### config.mk
export PLATFORM = sky130hd
export DESIGN_NAME = pwm_capture
export DESIGN_NICKNAME = d
export VERILOG_FILES = /design/src/rtl/pwm_capture.sv
export SDC_FILE = /design/constraint.sdc
export NUM_CORES = 1
export LEC_CHECK = 0
export ABC_AREA = 1
export ABC_CLOCK_PERIOD_IN_PS = 2900
export CAP_MARGIN = 10
export CORE_MARGIN = 2
export CORE_UTILIZATION = 45
export CTS_CLUSTER_DIAMETER = 60
export DETAILED_ROUTE_END_ITERATION = 8
export GPL_TIMING_DRIVEN = 1
export MAX_ROUTING_LAYER = met4
export PLACE_DENSITY = 0.67
export SLEW_MARGIN = 5
export SYNTH_ARGS = -nofsm -noshare
export SYNTH_HDL_FRONTEND = slang
export SYNTH_SLANG_ARGS = --single-unit
export TNS_END_PERCENT = 1
### constraint.sdc
create_clock -name clk -period 2.9 [get_ports clk]
set_input_delay 0.435 -clock clk [delete_from_list [all_inputs] [get_ports clk]]
set_output_delay 0.435 -clock clk [all_outputs]
set_load 0.005 [all_outputs]
### src/rtl/pwm_capture.sv
// PWM receiver: synchronises an asynchronous PWM pin and measures period, high time and duty.
// Duty is high_time * 2^WIDTH / period, computed by a multi-cycle restoring divider.
module pwm_capture #(
   parameter int WIDTH       = 8,
   parameter int CNT_W       = 16,
   parameter int SYNC_STAGES = 2
) (
   input  logic             clk,
   input  logic             reset,
   input  logic             enable,
   input  logic             pwm_in,
   output logic [WIDTH-1:0] duty_cycle,
   output logic [CNT_W-1:0] period,
   output logic [CNT_W-1:0] high_time,
   output logic             valid,
   output logic             busy,
   output logic             stuck_high,
   output logic             stuck_low,
   output logic             overrun
);

   typedef enum logic [1:0] {IDLE, WAIT_RISE, MEAS, STUCK} state_t;

   localparam logic [CNT_W-1:0] CNT_MAX   = '1;
   localparam int               DCW       = $clog2(WIDTH + 2);
   localparam logic [DCW-1:0]   DIV_ITERS = DCW'(WIDTH + 1);

   state_t                   state_q, state_d;
   logic [SYNC_STAGES-1:0]   sync_q;
   logic                     lvl_q;
   logic [CNT_W-1:0]         per_cnt_q, per_cnt_d, high_cnt_q, high_cnt_d;
   logic [CNT_W-1:0]         per_hold_q, per_hold_d, high_hold_q, high_hold_d;
   logic [CNT_W-1:0]         dvs_q, dvs_d;
   logic [CNT_W:0]           rem_q, rem_d, rem_sub;
   logic [WIDTH:0]           quo_q, quo_d, quo_next;
   logic [DCW-1:0]           div_cnt_q, div_cnt_d;
   logic [WIDTH-1:0]         duty_q, duty_d;
   logic [CNT_W-1:0]         period_q, period_d, high_time_q, high_time_d;
   logic                     valid_q, valid_d;
   logic                     stuck_high_q, stuck_high_d, stuck_low_q, stuck_low_d;
   logic                     overrun_q, overrun_d;
   logic                     level, rise, div_ge, div_busy, sat_hit;

   function automatic logic [WIDTH-1:0] sat_duty(input logic [WIDTH:0] q);
      return q[WIDTH] ? {WIDTH{1'b1}} : q[WIDTH-1:0];
   endfunction

   assign level    = sync_q[SYNC_STAGES-1];
   assign rise     = level & ~lvl_q;
   assign div_busy = (div_cnt_q != '0);

   // One restoring step: the remainder always stays below the divisor, so the shift never overflows
   assign div_ge   = (rem_q >= {1'b0, dvs_q});
   assign rem_sub  = div_ge ? (rem_q - {1'b0, dvs_q}) : rem_q;
   assign quo_next = {quo_q[WIDTH-1:0], div_ge};

   always_ff @(posedge clk) begin
      if (reset) state_q <= IDLE;
      else       state_q <= state_d;
   end

   always_comb begin
      state_d      = state_q;
      per_cnt_d    = per_cnt_q;
      high_cnt_d   = high_cnt_q;
      per_hold_d   = per_hold_q;
      high_hold_d  = high_hold_q;
      dvs_d        = dvs_q;
      rem_d        = rem_q;
      quo_d        = quo_q;
      div_cnt_d    = div_cnt_q;
      duty_d       = duty_q;
      period_d     = period_q;
      high_time_d  = high_time_q;
      valid_d      = 1'b0;
      stuck_high_d = stuck_high_q;
      stuck_low_d  = stuck_low_q;
      overrun_d    = overrun_q;
      sat_hit      = 1'b0;

      if (div_busy) begin
         rem_d     = rem_sub << 1;
         quo_d     = quo_next;
         div_cnt_d = div_cnt_q - 1'b1;
         if (div_cnt_q == DCW'(1)) begin
            duty_d      = sat_duty(quo_next);
            period_d    = per_hold_q;
            high_time_d = high_hold_q;
            valid_d     = 1'b1;
         end
      end

      case (state_q)
         IDLE: begin
            per_cnt_d  = '0;
            high_cnt_d = '0;
            if (enable) state_d = WAIT_RISE;
         end
         WAIT_RISE: begin
            if (rise) begin
               state_d    = MEAS;
               per_cnt_d  = CNT_W'(1);
               high_cnt_d = CNT_W'(1);
            end else if (per_cnt_q == CNT_MAX) begin
               sat_hit = 1'b1;
            end else begin
               per_cnt_d = per_cnt_q + 1'b1;
            end
         end
         MEAS: begin
            if (rise) begin
               per_cnt_d  = CNT_W'(1);
               high_cnt_d = CNT_W'(1);
               if (div_busy) begin
                  overrun_d = 1'b1;
               end else begin
                  dvs_d       = per_cnt_q;
                  rem_d       = {1'b0, high_cnt_q};
                  quo_d       = '0;
                  div_cnt_d   = DIV_ITERS;
                  per_hold_d  = per_cnt_q;
                  high_hold_d = high_cnt_q;
               end
            end else if (per_cnt_q == CNT_MAX) begin
               sat_hit = 1'b1;
            end else begin
               per_cnt_d  = per_cnt_q + 1'b1;
               high_cnt_d = high_cnt_q + CNT_W'(level);
            end
         end
         STUCK: begin
            if (rise) begin
               state_d      = MEAS;
               per_cnt_d    = CNT_W'(1);
               high_cnt_d   = CNT_W'(1);
               stuck_high_d = 1'b0;
               stuck_low_d  = 1'b0;
            end
         end
         default: state_d = IDLE;
      endcase

      if (sat_hit) begin
         state_d      = STUCK;
         stuck_high_d = level;
         stuck_low_d  = ~level;
         duty_d       = level ? {WIDTH{1'b1}} : '0;
         period_d     = CNT_MAX;
         high_time_d  = level ? CNT_MAX : '0;
         valid_d      = 1'b1;
      end

      // Disabling drops any measurement in flight but keeps the last published result
      if (!enable) begin
         state_d      = IDLE;
         per_cnt_d    = '0;
         high_cnt_d   = '0;
         rem_d        = '0;
         quo_d        = '0;
         dvs_d        = '0;
         div_cnt_d    = '0;
         valid_d      = 1'b0;
         stuck_high_d = 1'b0;
         stuck_low_d  = 1'b0;
         overrun_d    = 1'b0;
      end
   end

   always_ff @(posedge clk) begin
      if (reset) begin
         sync_q       <= '0;
         lvl_q        <= 1'b0;
         per_cnt_q    <= '0;
         high_cnt_q   <= '0;
         per_hold_q   <= '0;
         high_hold_q  <= '0;
         dvs_q        <= '0;
         rem_q        <= '0;
         quo_q        <= '0;
         div_cnt_q    <= '0;
         duty_q       <= '0;
         period_q     <= '0;
         high_time_q  <= '0;
         valid_q      <= 1'b0;
         stuck_high_q <= 1'b0;
         stuck_low_q  <= 1'b0;
         overrun_q    <= 1'b0;
      end else begin
         sync_q       <= {sync_q[SYNC_STAGES-2:0], pwm_in};
         lvl_q        <= level;
         per_cnt_q    <= per_cnt_d;
         high_cnt_q   <= high_cnt_d;
         per_hold_q   <= per_hold_d;
         high_hold_q  <= high_hold_d;
         dvs_q        <= dvs_d;
         rem_q        <= rem_d;
         quo_q        <= quo_d;
         div_cnt_q    <= div_cnt_d;
         duty_q       <= duty_d;
         period_q     <= period_d;
         high_time_q  <= high_time_d;
         valid_q      <= valid_d;
         stuck_high_q <= stuck_high_d;
         stuck_low_q  <= stuck_low_d;
         overrun_q    <= overrun_d;
      end
   end

   assign duty_cycle = duty_q;
   assign period     = period_q;
   assign high_time  = high_time_q;
   assign valid      = valid_q;
   assign busy       = div_busy;
   assign stuck_high = stuck_high_q;
   assign stuck_low  = stuck_low_q;
   assign overrun    = overrun_q;

endmodule

==> results.py, run 1 <==
metrics = {
    "timing": {
        "fin_crit_ns": 2.654,
        "finalSetupViolations": 0,
        "setup_total_negative_slack_ns": 0,
        "hold_viol": 0,
        "drv_slew": 0,
        "finClkSkew_ns": 0.007944,
        "fin_crit_sh": 0.9153,
        "rsz0062_at_grt": "false",
        "slew_headroom": 0.5797,
        "fin_hold_ws_ns": 0.4089,
        "tightestPinTransition_ns": 0.6305,
        "max_freq_ghz": 0.3768,
    },
    "yosys": {
        "avgSynthCellArea_um2": 7.079,
        "synth_cells": 1107,
        "yosys.cell_count.top_type": "nand2_1",
        "ys.flop_type": "dfxtp_1",
        "synth_nets": 1139,
        "synth_top_area_cell": "dfxtp_1",
        "yosys_warnings": 0,
        "ys_ff_latch": 158,
        "synth_edf_count": 0,
        "yosysUniqueCellTypes": 44,
        "seq_area_frac_synth": 0.4036,
        "synthArstFlopShare": 0,
        "synth_top_area_frac": 0.4036,
        "synth_commonest_cells": "nand2_1 (258), dfxtp_1 (158), inv_1 (150), a21oi_1 (111), nor2_1 (98)",
        "synth_area_leaders": "dfxtp_1 (40%), nand2_1 (12%), inv_1 (7.2%)",
        "synth_area_um2": 7836,
    },
    "final_layout": {
        "fin_cells": 1380,
        "fillers": 1753,
        "final_nets": 1174,
        "syn2layout_area_growth_pct": 15.81,
        "drive_gt1_frac": 0.07792,
        "antenna_cells": 0,
    },
    "detailed_routing": {
        "routed_via_density": 5.164,
        "ant_nets": 0,
        "drt-pass1-iter-count": 5,
        "drt_wl_total_um": 20210,
        "wl_per_cell_um": 14.64,
        "num_vias": 7127,
        "first_iter_violations": 474,
        "drcViolationCount": 0,
    },
    "clock_network": {
        "holdBufCountCts": 0,
        "cts_resized": 0,
        "cts_buffer_depth": 2,
        "cts.sink_count": 158,
        "clockRootBuffer": "clkbuf_16",
        "cts_htree_levels": 4,
        "cts_buffers": 17,
        "insertion_delay_ns": 0.43,
        "cts_tree": "yes",
        "post_cts_buffers": 0,
        "clkTransAtPathRegs_ns": 0.07,
    },
    "global_route": {
        "grt_use_total": 0.2343,
        "grt_pass1_vias": 6506,
        "grt_overflow": 0,
        "grt_max_degree": 53,
        "grt_pass1_wl_um": 32740,
        "antenna_found_initial": 0,
    },
    "flow_run": {
        "maxCapViolCount": 0,
    },
    "power_and_ir_drop": {
        "power_density_nw_per_um2": 513.6,
        "p_leak_nw": 3.754,
        "ir_drop_mv": 0.3957,
    },
    "setup_path": {
        "cp.arrival_ns": 2.22,
        "end_kind": "primary output",
        "crit_chain": "inv_1, ha_1, nand2_1, clkdlybuf4s50_1",
        "path_class": "flip-flop to primary output",
        "path_max_fanout": 16,
        "crit_slowest_cell": "clkdlybuf4s50_1",
        "critPathLaunchType": "flip-flop",
        "crit_required_ns": 2.47,
        "max_stage_delay_ns": 0.62,
    },
    "status": {
        "status": "finished clean",
    },
    "die": {
        "die_height_um": 136.0,
        "row_count": 48,
        "core_um2": 17180,
        "ios": 49,
        "fp.dieW_um": 136.0,
        "initial_core_util": 0.4562,
        "die-area_um2": 18490,
    },
    "hold_path": {
        "min_path_type": "flip-flop to flip-flop",
    },
    "placement": {
        "place_congestion": 0.9380,
        "portBuffers": 48,
        "place.detailed.hpwl_um": 14720,
        "placed_cells": 1348,
    },
}
==> area by class of cell <==
type,instances,area [um^2],area share
clock buffers,18,439.2,0.04839
clock inverters,14,176.4,0.01944
inverters,162,611.8,0.06742
multi-input cells,747,3855,0.4248
flip-flops and latches,158,3163,0.3485
well taps,225,281.5,0.03102
repair buffers,56,548.0,0.06039
==> stage by stage <==
step                total power [mW]  worst slack, ns    util  area [um^2]
finish                         4.661           0.2457  0.5283         9075
global route                   4.792          0.07489  0.5283         9075
CTS                            4.694           0.2183  0.5283         9075
detailed placement             2.385           0.3686  0.4925         8459
global placement               2.385           0.4647  0.4925         8459
floorplan                      2.340           0.9207       -         7836
==> worst paths after layout <==
check / cells past startpoint / startpoint / slack (ns) / endpoint
worst min-delay path: 2 / sync_q[0] / 0.41 / sync_q[1]
worst min register to register: 2 / sync_q[0] / 0.41 / sync_q[1]
worst max register to register: 14 / dvs_q[12] / 0.30 / rem_q[15]
worst max-delay path: 4 / div_cnt_q[0] / 0.25 / busy
==> sequential cells by signal (all words and copies together) (netlist names), 2 cells and up <==
name	count
per_cnt_q	16
period	16
rem_q	17
state_q	2
high_hold_q	16
high_time	16
per_hold_q	16
quo_q	8
div_cnt_q	4
sync_q	2
duty_cycle	8
high_cnt_q	16
dvs_q	16
==> logic make-up (layout without fill, tap and decap cells) <==
kind of cell	after synthesis	in the layout	synth area share
buffers and inverters	202	250	0.1051
flip-flops	158	158	0.4036
AO/OA/AOI/OAI	223	223	0.1629
adder cells (fa/ha/maj)	28	28	0.04566
XOR/XNOR	10	10	0.01118
AND/OR/NAND/NOR	486	486	0.2716
==> worst max-delay path: cells and delay by family, from the launching register on <==
family	cells	cell delay (ns)
buf+inv	2	0.70
simple gates	1	0.47
flops	1	0.38
fa+ha+maj	1	0.23
==> layer usage <==
metal	vias up	routed length (um)	track usage
met5	-	0	-
met4	0	359	0.07523
met3	33	833	0.03542
met2	164	9135	0.3625
met1	3274	9880	0.3157
li1	3656	-	-
==> where the power goes <==
group / internal [mW] / total [mW] / switching (mW)
combinational: 0.0412 / 0.154 / 0.113
clock: 1.33 / 2.32 / 0.999
sequential: 2.18 / 2.18 / 0.00554
total: 3.54 / 4.66 / 1.12
==> cell usage in the layout (no fill, tap or decap), types with 3 or more instances in the layout <==
cell             instances
a211oi_1                16
a21oi_1                111
a21oi_2                 16
buf_4                    7
clkbuf_16               17
clkdlybuf4s50_1         47
clkinvlp_4               3
dfxtp_1                158
ha_1                    27
inv_1                  150
inv_2                   10
inv_6                    3
inv_8                    3
nand2_1                258
nand2_4                  5
nand3_1                 70
nand4_1                  9
nor2_1                  98
nor2_2                   4
nor3_1                  24
o21ai_0                 39
o21ai_1                 14
o21bai_1                 4
o221ai_1                 7
o22ai_1                 12
xnor2_1                  6
xor2_1                   4
Note: power is estimated with default switching activity, not from simulation.
==> inputs of run 2 (changes only) <==
SLEW_MARGIN = 20   (was 5)
TNS_END_PERCENT = default   (was 1)
==> results of run 2 <==
No change in the layout: final DEF, timing and power equal those of run 1.
